## src/rtl/router_fifo.sv

```systemverilog
// Per-output-port packet buffer of the 1x3 router: stores {header_marker, byte}
// and tracks bytes left in the packet being read. Optional ROUTER_FIFO_OCCUPANCY_EN adds an occupancy port.
module router_fifo #(
    parameter int DEPTH = 16,
    parameter int WIDTH = 8,
    parameter int AW    = 4
) (
    input  logic             clk,
    input  logic             reset,
    input  logic             soft_reset,
    input  logic             write_enb,
    input  logic             read_enb,
    input  logic             lfd_state,
    input  logic [WIDTH-1:0] data_in,
    output logic [WIDTH-1:0] data_out,
    output logic             full,
    output logic             empty
`ifdef ROUTER_FIFO_OCCUPANCY_EN
    ,
    output logic [AW:0]      occupancy
`endif
);

    logic [WIDTH:0] mem [DEPTH];
    logic [AW:0]    wptr;
    logic [AW:0]    rptr;
    logic [6:0]     count;
    logic [WIDTH:0] rd_entry;
    logic           rd_ok;
    logic           wr_ok;

    // The extra pointer MSB tells a full ring from an empty one.
    assign empty    = (wptr == rptr);
    assign full     = (wptr[AW-1:0] == rptr[AW-1:0]) && (wptr[AW] != rptr[AW]);
    assign rd_ok    = read_enb && !empty;
    assign wr_ok    = write_enb && !full;
    assign rd_entry = mem[rptr[AW-1:0]];

`ifdef ROUTER_FIFO_OCCUPANCY_EN
    assign occupancy = wptr - rptr;
`endif

    always_ff @(posedge clk) begin
        if (!reset && !soft_reset && wr_ok)
            mem[wptr[AW-1:0]] <= {lfd_state, data_in};
    end

    always_ff @(posedge clk) begin
        if (reset || soft_reset) begin
            wptr     <= '0;
            rptr     <= '0;
            count    <= '0;
            data_out <= '0;
        end else begin
            if (wr_ok)
                wptr <= wptr + 1'b1;
            if (rd_ok) begin
                rptr     <= rptr + 1'b1;
                data_out <= rd_entry[WIDTH-1:0];
                // Header length field counts payload; +1 covers the parity byte.
                if (rd_entry[WIDTH])
                    count <= 7'(rd_entry[WIDTH-1:2]) + 7'd1;
                else if (count != 7'd0)
                    count <= count - 7'd1;
            end else if (count == 7'd0) begin
                data_out <= '0;
            end
        end
    end

endmodule

```

## config.mk

```make
export PLATFORM = sky130hd
export DESIGN_NAME = router_fifo
export DESIGN_NICKNAME = d
export VERILOG_FILES = /design/src/rtl/router_fifo.sv
export SDC_FILE = /design/constraint.sdc
export NUM_CORES = 1
export LEC_CHECK = 0
export ABC_AREA = 1
export BUFFER_PORTS_ARGS = -buffer_cell sky130_fd_sc_hd__clkbuf_2
export CAP_MARGIN = 20
export CORE_ASPECT_RATIO = 0.5
export CORE_MARGIN = 2
export CORE_UTILIZATION = 35
export CTS_CLUSTER_DIAMETER = 50
export DETAILED_ROUTE_END_ITERATION = 10
export HOLD_SLACK_MARGIN = 0.12
export SYNTH_ARGS = -nofsm -noshare
export SYNTH_HDL_FRONTEND = slang
export SYNTH_SLANG_ARGS = --single-unit
```

## constraint.sdc

```tcl
create_clock -name clk -period 2.21 [get_ports clk]
set_input_delay 0.3315 -clock clk [delete_from_list [all_inputs] [get_ports clk]]
set_output_delay 0.3315 -clock clk [all_outputs]
set_load 0.005 [all_outputs]
```

==> reports/metrics.csv <==
metric,value,unit
status,finished clean,
synth.most_common_cell,nand2_1,
synth_cell_types,29,
p_int,5.26,mW
p_comb_share,5.6,%
grt_first_pass_wirelength,27800,µm
vias_per_cell,4.93,
worstPathArrival,2.42,ns
slew_viol_final,0,
fillCellCount,1921,
post_drt_wl_per_cell,16.7,µm
synthTopCellsByArea,"edfxtp_1 58%, nand2_1 11%, dfxtp_1 7.8%",
ys_warn_count,0,
grt_use_total,16.7,%
reg2reg_slack,0.17,ns
syn_avg_cell_area,10.2,µm²
rsz0062_at_grt,false,
htreeDepth,4,
slowest_delay,0.46,ns
clockPowerShare,42.7,%
drive_above_1_share,14.9,%
required,2.58,ns
ys_seq_area_share,65.8,%
holdBufCountCts,0,
cellPowerDensity,788,nW/µm²
swShare,23.5,%
root_buffer,clkbuf_16,
finalCritPeriodShare,92.5,%
synth-edff-count,144,
fin_skew,0.0107,ns
ys_top_cells_by_count,"214 x nand2_1, 144 x edfxtp_1, 80 x nand3_1, 63 x inv_1, 52 x nor2_1",
path_max_fanout,26,
synth_fp_nets,750,
gr-total-overflow,0,
clockBufferDepth,2,
drtIter0Drc,497,
setup_viol,0,
fmax,0.489,GHz
dieArea,22500,µm²
io_pins,24,
core.rowCount,37,
via_count,5297,
tightest_slew,0.863,ns
initial_utilization,36.0,%
die_w,210,µm
synth_top_area_share,58.0,%
clk_pin_slew,0.07,ns
crit_chain,inv_4 -> buf_12 -> nand2_1 -> nand2_1 -> nand2_1 -> nand3_1 -> nand3_1 -> nand2_2 -> ha_1 -> a21boi_2 -> nor3_1 -> nor2_1 -> nor2_1,
worstHoldPathType,primary input to register,
nNetsFinal,809,
core_area,20700,µm²
hold_viol,0,
synth_top_flop_cell,edfxtp_1,
wirelength,18000,µm
grt_max_degree,64,
cts_inserted_buffers,17,
clock_latency,0.43,ns
relSlewSlack,42.3,%
synth_top_area_cell,edfxtp_1,
diodes,0,
cts_tree,done,
cap_viol_max_count,0,
final_area,8720,µm²
remaining_drc_errors,0,
endpoint_kind,register,
gp_congestion,0.827,
period_needed,2.04,ns
dp_hpwl,11200,µm
placed_cell_area,8110,µm²
power_frac_seq,51.7,%
antenna_found_initial,0,
areaGrowthSynthToFinish,17.1,%
cts.sinks,173,
setup_tns,0,ns
die_h,107,µm
criticalPathCategory,register to register,
grt_pass1_vias,4970,
cp_slowest_cell,dfxtp_2,
synthCells,729,
syn_area,7450,µm²
async_flop_share,0,%
port_buffers,23,
ir_worst_vdd,0.523,mV
ys_ff_latch,173,
critPathMostFrequentCell,nand2_1,
final_antenna_net_count,0,
start_kind,register,
leakagePower,3.46,nW
first_pass_iters,5,
netSwitchingPower,1.61,mW
==> worst max-delay path: cells and delay by family (launching register included) <==
family          cells  cell delay (ns)
compound gates      1             0.17
fa+ha+maj           1             0.24
buf+inv             2             0.30
flops               1             0.46
simple gates        9             0.79
==> per-stage QoR <==
step                worst slack (ns)  total power, mW  util, %  std cells  hold slack, ns
detailed placement             0.132             4.00     39.2       1041           0.454
finish                         0.166             6.87     42.1       1074           0.303
floorplan                      0.160             3.85        -        729           0.430
global route                 0.00470             7.08     42.1       1074           0.320
CTS                            0.108             6.90     42.0       1073           0.287
global placement               0.203             4.00     39.2       1041           0.452
==> layout by cell type (no fill, tap or decap), types with 6 or more instances in the layout <==
master,synthesis,layout
nand2_1,214,214
o21ai_0,19,19
nor2_1,52,52
inv_6,0,6
clkbuf_2,0,23
buf_4,5,42
nor3_1,7,7
inv_1,63,63
dfxtp_1,29,28
a21oi_1,37,37
o21ai_1,6,6
o211ai_1,6,6
clkbuf_16,0,18
nand3_1,80,80
ha_1,7,7
nand2_2,8,8
edfxtp_1,144,144
==> cell type report <==
cell class	count	area, µm²	area share (%)
sequential	173	4910	56.3
multi-input combinational	457	2100	24.1
timing repair buffer	70	536	6.14
clock buffer	17	425	4.88
tap	273	342	3.92
inverter	69	262	3.00
clock inverter	15	151	1.74
==> registers in the layout, indices dropped and copies added (netlist names), named ones only <==
name	count
wptr	5
data_out	8
rptr	5
mem	144
count	7
==> what timing repair did <==
item / CTS / global route
endpoints found under the setup margin: 0 / 2
setup buffers: 0 / 0
resized for setup: 0 / 3
==> power by group through the flow <==
stage	clock, mW	sequential [mW]	combinational, mW
after floorplan	0	3.62	0.226
after global placement	0	3.62	0.375
after detailed placement	0	3.62	0.381
after CTS	2.97	3.55	0.384
after global routing	3.10	3.55	0.432
final	2.93	3.55	0.386
==> final timing paths <==
| path | from | to | depth (start not counted) |
|---|---|---|---|
| max | register | count[2] | 13 |
| min | write_enb | wptr[0] | 4 |
| max reg2reg | register | count[2] | 13 |
| min reg2reg | data_out[6] | data_out[6] | 2 |
==> cells by family (layout without fill, tap and decap cells) <==
kind of cell / after synthesis / in the layout / share of synthesized area [%]
adder cells (fa/ha/maj): 7 / 7 / 1.18
AND/OR/NAND/NOR: 367 / 367 / 20.5
XOR/XNOR: 6 / 6 / 0.705
AO/OA/AOI/OAI: 77 / 77 / 5.73
buffers and inverters: 99 / 171 / 6.03
flip-flops: 173 / 173 / 65.8
==> routing by layer <==
metal	global-route usage (%)	wire length, µm	vias to the layer above
met2	26.7	8170	163
met5	0	0	-
met1	22.5	8440	2539
li1	-	-	2571
met3	4.22	1090	24
met4	4.91	256	0
Note: power is estimated with default switching activity, not from simulation.
